$ cat src/rtl/shift_sequencer.sv
// shift_sequencer: valid/ready command controller that shifts a word into an external shift register and returns the loopback capture
//   clk, rst                                   : clock, synchronous active-high reset
//   i_cmd_valid, o_cmd_ready, i_cmd_dir, i_cmd_data : command handshake, shift direction, word to shift in
//   o_sr_d, o_sr_en, o_sr_dir, i_sr_out        : shift-register serial data, enable, direction, parallel readback
//   o_rsp_valid, i_rsp_ready, o_rsp_data, o_rsp_match : response handshake, captured word, loopback-match flag
module shift_sequencer #(
  parameter int MSB = 4
) (
  input  logic           clk,
  input  logic           rst,
  input  logic           i_cmd_valid,
  output logic           o_cmd_ready,
  input  logic           i_cmd_dir,
  input  logic [MSB-1:0] i_cmd_data,
  output logic           o_sr_d,
  output logic           o_sr_en,
  output logic           o_sr_dir,
  input  logic [MSB-1:0] i_sr_out,
  output logic           o_rsp_valid,
  input  logic           i_rsp_ready,
  output logic [MSB-1:0] o_rsp_data,
  output logic           o_rsp_match
);
  localparam int CW = $clog2(MSB + 1);
  typedef enum logic [1:0] {IDLE, SHIFT, CAPTURE, RESP} state_t;
  state_t         r_state, w_next;
  logic [MSB-1:0] r_shadow, r_word, r_rsp_data;
  logic [CW-1:0]  r_cnt;
  logic           r_dir, r_ready, r_match;
  logic           w_accept, w_last;
  always_comb begin
    w_accept = r_ready && i_cmd_valid;
    w_last   = r_cnt == CW'(MSB - 1);
    w_next   = r_state;
    case (r_state)
      IDLE:    w_next = w_accept ? SHIFT : IDLE;
      SHIFT:   w_next = w_last ? CAPTURE : SHIFT;
      CAPTURE: w_next = RESP;
      RESP:    w_next = i_rsp_ready ? IDLE : RESP;
      default: w_next = IDLE;
    endcase
  end
  // cmd_ready is registered from the next state so it stays low through reset and rises only after release
  always_ff @(posedge clk) begin
    if (rst) begin
      r_state    <= IDLE;
      r_ready    <= 1'b0;
      r_dir      <= 1'b0;
      r_shadow   <= '0;
      r_word     <= '0;
      r_cnt      <= '0;
      r_rsp_data <= '0;
      r_match    <= 1'b0;
    end else begin
      r_state <= w_next;
      r_ready <= w_next == IDLE;
      if (w_accept) begin
        r_shadow <= i_cmd_data;
        r_word   <= i_cmd_data;
        r_dir    <= i_cmd_dir;
        r_cnt    <= '0;
      end else if (r_state == SHIFT) begin
        r_shadow <= r_dir ? r_shadow >> 1 : r_shadow << 1;
        r_cnt    <= r_cnt + 1'b1;
      end
      if (r_state == CAPTURE) begin
        r_rsp_data <= i_sr_out;
        r_match    <= i_sr_out == r_word;
      end
    end
  end
  assign o_cmd_ready = r_ready;
  assign o_sr_en     = r_state == SHIFT;
  assign o_sr_d      = o_sr_en && (r_dir ? r_shadow[0] : r_shadow[MSB-1]);
  assign o_sr_dir    = r_dir;
  assign o_rsp_valid = r_state == RESP;
  assign o_rsp_data  = r_rsp_data;
  assign o_rsp_match = r_match;
endmodule

$ cat config.mk
export PLATFORM = sky130hd
export DESIGN_NAME = shift_sequencer
export DESIGN_NICKNAME = d
export VERILOG_FILES = /design/src/rtl/shift_sequencer.sv
export SDC_FILE = /design/constraint.sdc
export NUM_CORES = 1
export LEC_CHECK = 0
export ABC_AREA = 0
export CORE_UTILIZATION = 42
export CTS_CLUSTER_SIZE = 8
export DETAILED_ROUTE_END_ITERATION = 6
export PLACE_DENSITY = 0.73
export SETUP_SLACK_MARGIN = 0.15
export SLEW_MARGIN = 20
export SYNTH_ARGS = -nofsm -noshare
export SYNTH_HDL_FRONTEND = slang
export SYNTH_SLANG_ARGS = --single-unit
$ cat constraint.sdc
create_clock -name clk -period 1.1 [get_ports clk]
set_clock_uncertainty 0.15 [all_clocks]
set_input_delay 0.11 -clock clk [delete_from_list [all_inputs] [get_ports clk]]
set_output_delay 0.11 -clock clk [all_outputs]
set_load 0.02 [all_outputs]
# Yosys cells after proc, flatten, opt, wreduce, memory -nomap -nowiden
# Index checks and enable logic that the tools add are counted.
[totals]
reg_bits = 20
latch_bits = 0
ram_bits = 0
rom_bits = 0
input_bits = 13
out_inout_bits = 10
wordCells = 28
mem_count = 0
[classes]
add_sub_neg = 1
multipliers = 0
n_div = 0
magnitude_cmp = 0
n_eq_ne = 5
shifts = 0
mux = 8
bitwise_logic = 0
n_reduce_logical = 6
[ops]
columns = ["cell", "n"]
rows = [
  ["$mux 4", 3],
  ["$pmux 2 s4", 1],
  ["$eq 2x2->1 const B", 2],
  ["$eq 4x4->1", 1],
  ["$logic_not 2->1", 2],
  ["$mux 2", 2],
  ["$add 3x1->3 const B", 1],
  ["$eq 3x2->1 const B", 1],
  ["$eq 2x1->1 const B", 1],
  ["$logic_and 1x1->1", 2],
  ["$mux 1", 2],
  ["$reduce_bool 2->1", 1],
  ["$reduce_or 2->1", 1],
]

# Logic depth before layout (Yosys ltp)
[depth]
word_depth = 4
mapped_depth = 5
depth_no_buf = 4

# Least setup slack after synthesis
# Ideal clock, no wire load.
[synth_path]
kind = "register to register"
start = "reg r_dir (netlist: o_sr_dir)"
end = "reg r_shadow[3]"
setup_time_ps = 121
arrival_ps = 1033
path_slack_ps = -204
stages_incl_launch_ff = 5
path_buffers = 1
period_less_slack_ps = 1304
cell_sequence = "dfxtp_1 -> buf_4 -> and4bb_2 -> a211oi_1 -> nor3_1"
[synth_between]
elab_chain_cells = 3
[synth_lines]
columns = ["element", "line", "text"]
rows = [
  ["start, declared", "29", "logic r_dir, r_ready, r_match;"],
  ["start signal, assigned", "60", "r_dir <= i_cmd_dir;"],
  ["$mux 4", "63", "r_shadow <= r_dir ? r_shadow >> 1 : r_shadow << 1;"],
  ["$mux 4", "62", "end else if (r_state == SHIFT) begin"],
  ["$mux 4", "57", "if (w_accept) begin"],
  ["end signal, assigned", "58", "r_shadow <= i_cmd_data;"],
  ["end signal, assigned", "63", ""],
  ["end, declared", "27", "logic [MSB-1:0] r_shadow, r_word, r_rsp_data;"],
]
# No other way between the ends. The select of a mux whose other input is x is not followed.
# A chain may end at the register's enable or synchronous reset.

# Worst setup path in the final report
[layout_path]
start = "reg r_state[1]"
end = "reg r_shadow[2]"
[layout_between]
elab_chain_cells = 2
[layout_lines]
columns = ["element", "line", "text"]
rows = [
  ["start, declared", "26", "state_t r_state, w_next;"],
  ["start signal, assigned", "55", "r_state <= w_next;"],
  ["$eq 2x1->1", "62", ""],
  ["$reduce_bool 2->1 (no source line)", "--", ""],
]
# No other way between the ends.

==> impl_summary.txt <==
----------------------------------------------------
[Layout]
  Final standard cell count with taps included and fillers excluded ... 166
  Total of fill cells in the finished design ... 118
  Growth of design area from synthesis to finish ... 75.17%
  Number of nets at the end of the flow ... 155
  Fin util ... 79.29%
  Share of cells above drive strength 1 ... 61.87%
  Diodes inserted ... 0

[Drt]
  DRC violations left ... 0
  Via density per instance ... 5.241
  Antenna Nets Post-Route ... 0
  Number of vias after detailed routing ... 870
  Wire per inst ... 14.81 um
  Number of iterations in the first detailed-routing pass ... 6
  DRT iter0 DRCs ... 16
  Wire length reported by the detailed router ... 2459 um

[Clocking]
  Clock slew at the register clock pins of the worst setup and hold paths ... 0.11 ns
  Total number of H-tree levels ... 1
  CTS Root Buffer Type ... sky130_fd_sc_hd__clkbuf_4
  Maximum buffer depth of the clock tree ... 2
  TritonCTS clock tree ... yes
  Clock buffers created by TritonCTS ... 3
  Source-to-sink clock delay at the later pin of the worst-skew pair ... 0.31 ns
  Number of sinks driven by the clock tree ... 20

[Synth]
  Area share of the leading cell type in the synthesized netlist ... 44.63%
  Total of warnings raised by yosys ... 0
  Distinct cell type count after synthesis ... 28
  Syn_area_per_cell ... 8.882 sq um
  Gate count of the mapped netlist ... 101
  Area of the mapped netlist ... 897.1 sq um
  Sequential share of the synthesized area ... 44.63%
  Cell taking the most area after synthesis ... sky130_fd_sc_hd__dfxtp_1
  Area contributors post-synth ... sky130_fd_sc_hd__dfxtp_1, sky130_fd_sc_hd__nand2_1, sky130_fd_sc_hd__a21oi_1
  Number of storage elements in the synthesis netlist ... 20
  Number of nets produced by synthesis ... 116

[Worst setup path]
  Crit start category ... flop
  Cells along the critical path ... nand2b_4, buf_6, buf_8, a211oi_4, o32ai_2
  Setup crit end kind ... flop
  Total buffers and inverters traversed by the critical path ... 2
  Crit path required time ... 1.15 ns
  Source of the critical timing path ... r_state[1]
  Kind of critical path ... reg2reg
  Peak fanout along the critical path ... 5
  Largest stage delay on the critical path ... 0.34 ns
  Cell with the largest stage delay on the worst path ... sky130_fd_sc_hd__dfxtp_2
  Top delay family on crit path ... flip-flops
  Endpoint arrival time on the critical path ... 1.43 ns
  Worst R2R Start ... r_state[1]

[Power and ir drop]
  Leakage Power ... 0.6185 nW
  Max IR drop VDD ... 1.161 mV
  Overall power of the completed layout ... 1.671 mW
  Pwr/cell area ... 1063 mW/mm^2

[Global routing]
  Total Routing Usage GR ... 22.86%
  Number of global-route vias before repair ... 750
  Maximum number of pins on one net before global-route repair ... 19
  GR Overflow Total ... 0
  Wire length of the first global-routing pass ... 3498 um
  Number of antenna violations at the first check in global routing ... 0

[Place]
  RD Place Congestion ... 0.7033
  Post-DP HPWL ... 1468 um
  Cell total after placement ... 154
  Buffers on Ports ... 22

[Timing]
  Worst hold slack across all endpoints ... 0.1505 ns
  Final period demand of the worst path ... 1.379 ns
  Fmax ... 725.1 MHz
  Setup repair after global routing missed its margin ... true
  Transition time of the tightest slew-check pin ... 0.2894 ns
  Final max-slew violation count ... 0
  Smallest setup slack after layout ... -0.2792 ns
  Worst slew margin ... 80.67%
  Final clock period utilization by the worst path ... 125.4%
  Setup TNS after final layout ... -2.322 ns
  Hold violation total from the final report ... 0
  Final setup fails ... 18

[Run]
  Max cap viols ... 0

[Outcome]
  Result of the run ... finished, violations left
  Violations in the final reports ... negative setup slack

[Die]
  Rows ... 16
  Area of the core region ... 0.001982 sq mm
  DIE HEIGHT ... 48.22 um
  Die span in x ... 48.22 um
  Number of ports placed on the die boundary ... 23
  Die footprint ... 0.002325 sq mm
  Initial core utilization ... 45.27%

[Hold path]
  Worst min-delay path class ... in2reg
  Start point of the worst min-delay path ... i_cmd_valid

----------------------------------------------------
## final timing paths
check | endpoint | slack [ns] | cells after the start
min reg2reg | r_word[3] | 0.33 | 2
min | o_cmd_ready | 0.15 | 4
max | r_shadow[2] | -0.28 | 5
max reg2reg | r_shadow[2] | -0.28 | 5
## layer usage
| metal | vias to the layer above | wire (um) | global-route usage [%] |
|---|---|---|---|
| met5 | - | 0 | 0 |
| met4 | 0 | 40 | 11.67 |
| met3 | 5 | 123 | 5.556 |
| met2 | 31 | 1295 | 35.73 |
| met1 | 414 | 1000 | 29.12 |
| li1 | 420 | - | - |
## state kept, by name (all words and copies together) (netlist names)
signal,count
o_rsp_data,4
r_shadow,4
r_word,4
r_cnt,3
r_state,2
o_cmd_ready,1
o_rsp_match,1
o_sr_dir,1
## through the flow
step | setup slack [ns] | cell area (sq um)
after floorplan | -0.06076 | 977.2
after global placement | -0.3383 | 1259
after detailed placement | -0.3539 | 1259
after CTS | -0.2538 | 1466
after global routing | -0.3339 | 1572
final | -0.2792 | 1572
## timing repair
action	CTS	global route
setup buffers	5	3
pin swaps	11	8
setup endpoints to repair	30	30
hold buffers	0	0
gates resized for setup	94	22
## cells by family after synthesis
| kind of cell | share of synthesized area (%) |
|---|---|
| buffers and inverters | 5.858 |
| multiplexers | 5.579 |
| AO/OA/AOI/OAI | 14.23 |
| adder cells (fa/ha/maj) | 2.789 |
| flip-flops | 44.63 |
| AND/OR/NAND/NOR | 22.04 |
| XOR/XNOR | 4.881 |
## synth_stat cells, drive strengths merged
master  count
mux2i       5
a211oi      4
nor2       13
buf         5
and2        2
clkbuf      1
nand4       1
a311oi      1
nand2      14
nand2b      3
dfxtp      20
nand3b      1
and3        1
ha          2
clkinv      1
inv         2
and4bb      1
a21oi      10
xnor2       5
nor2b       2
o31ai       1
nor3        2
o32ai       2
nand3       1
o21a        1
## report_power, final
part	leakage [nW]	internal [mW]	total (mW)	switching, mW
Clock	0.0210	0.203	0.439	0.236
Combinational	0.428	0.232	0.425	0.193
Sequential	0.169	0.762	0.808	0.0459
Total	0.618	1.20	1.67	0.475
## cells in the final DEF, fill, tap and decap left out, types with 3 or more instances in the layout
cell type	Yosys	final
sky130_fd_sc_hd__clkdlybuf4s50_1	0	11
sky130_fd_sc_hd__clkbuf_4	0	3
sky130_fd_sc_hd__mux2i_1	5	4
sky130_fd_sc_hd__a21oi_2	0	7
sky130_fd_sc_hd__dfxtp_2	0	9
sky130_fd_sc_hd__xnor2_1	5	4
sky130_fd_sc_hd__nor2_2	0	3
sky130_fd_sc_hd__buf_4	1	9
sky130_fd_sc_hd__nand2_1	14	3
sky130_fd_sc_hd__nor2_1	13	10
sky130_fd_sc_hd__nand2_2	0	9
sky130_fd_sc_hd__dfxtp_4	0	3
sky130_fd_sc_hd__dfxtp_1	20	8
sky130_fd_sc_hd__buf_6	1	17
## layout make-up
| class | count | area, sq um | area share [%] |
|---|---|---|---|
| sequential | 20 | 422.9 | 26.91 |
| multi-input combinational | 72 | 643.1 | 40.92 |
| tap | 27 | 33.78 | 2.150 |
| clock buffer | 4 | 36.28 | 2.309 |
| inverter | 3 | 23.77 | 1.513 |
| timing repair buffer | 40 | 411.6 | 26.19 |
## worst reg2reg max path: stages (launching register included)
cell                       delay (ns)
sky130_fd_sc_hd__dfxtp_2         0.34
sky130_fd_sc_hd__nand2b_4        0.18
sky130_fd_sc_hd__buf_6           0.13
sky130_fd_sc_hd__buf_8           0.13
sky130_fd_sc_hd__a211oi_4        0.23
sky130_fd_sc_hd__o32ai_2         0.12
No activity file was read; power rests on OpenSTA's default activity.
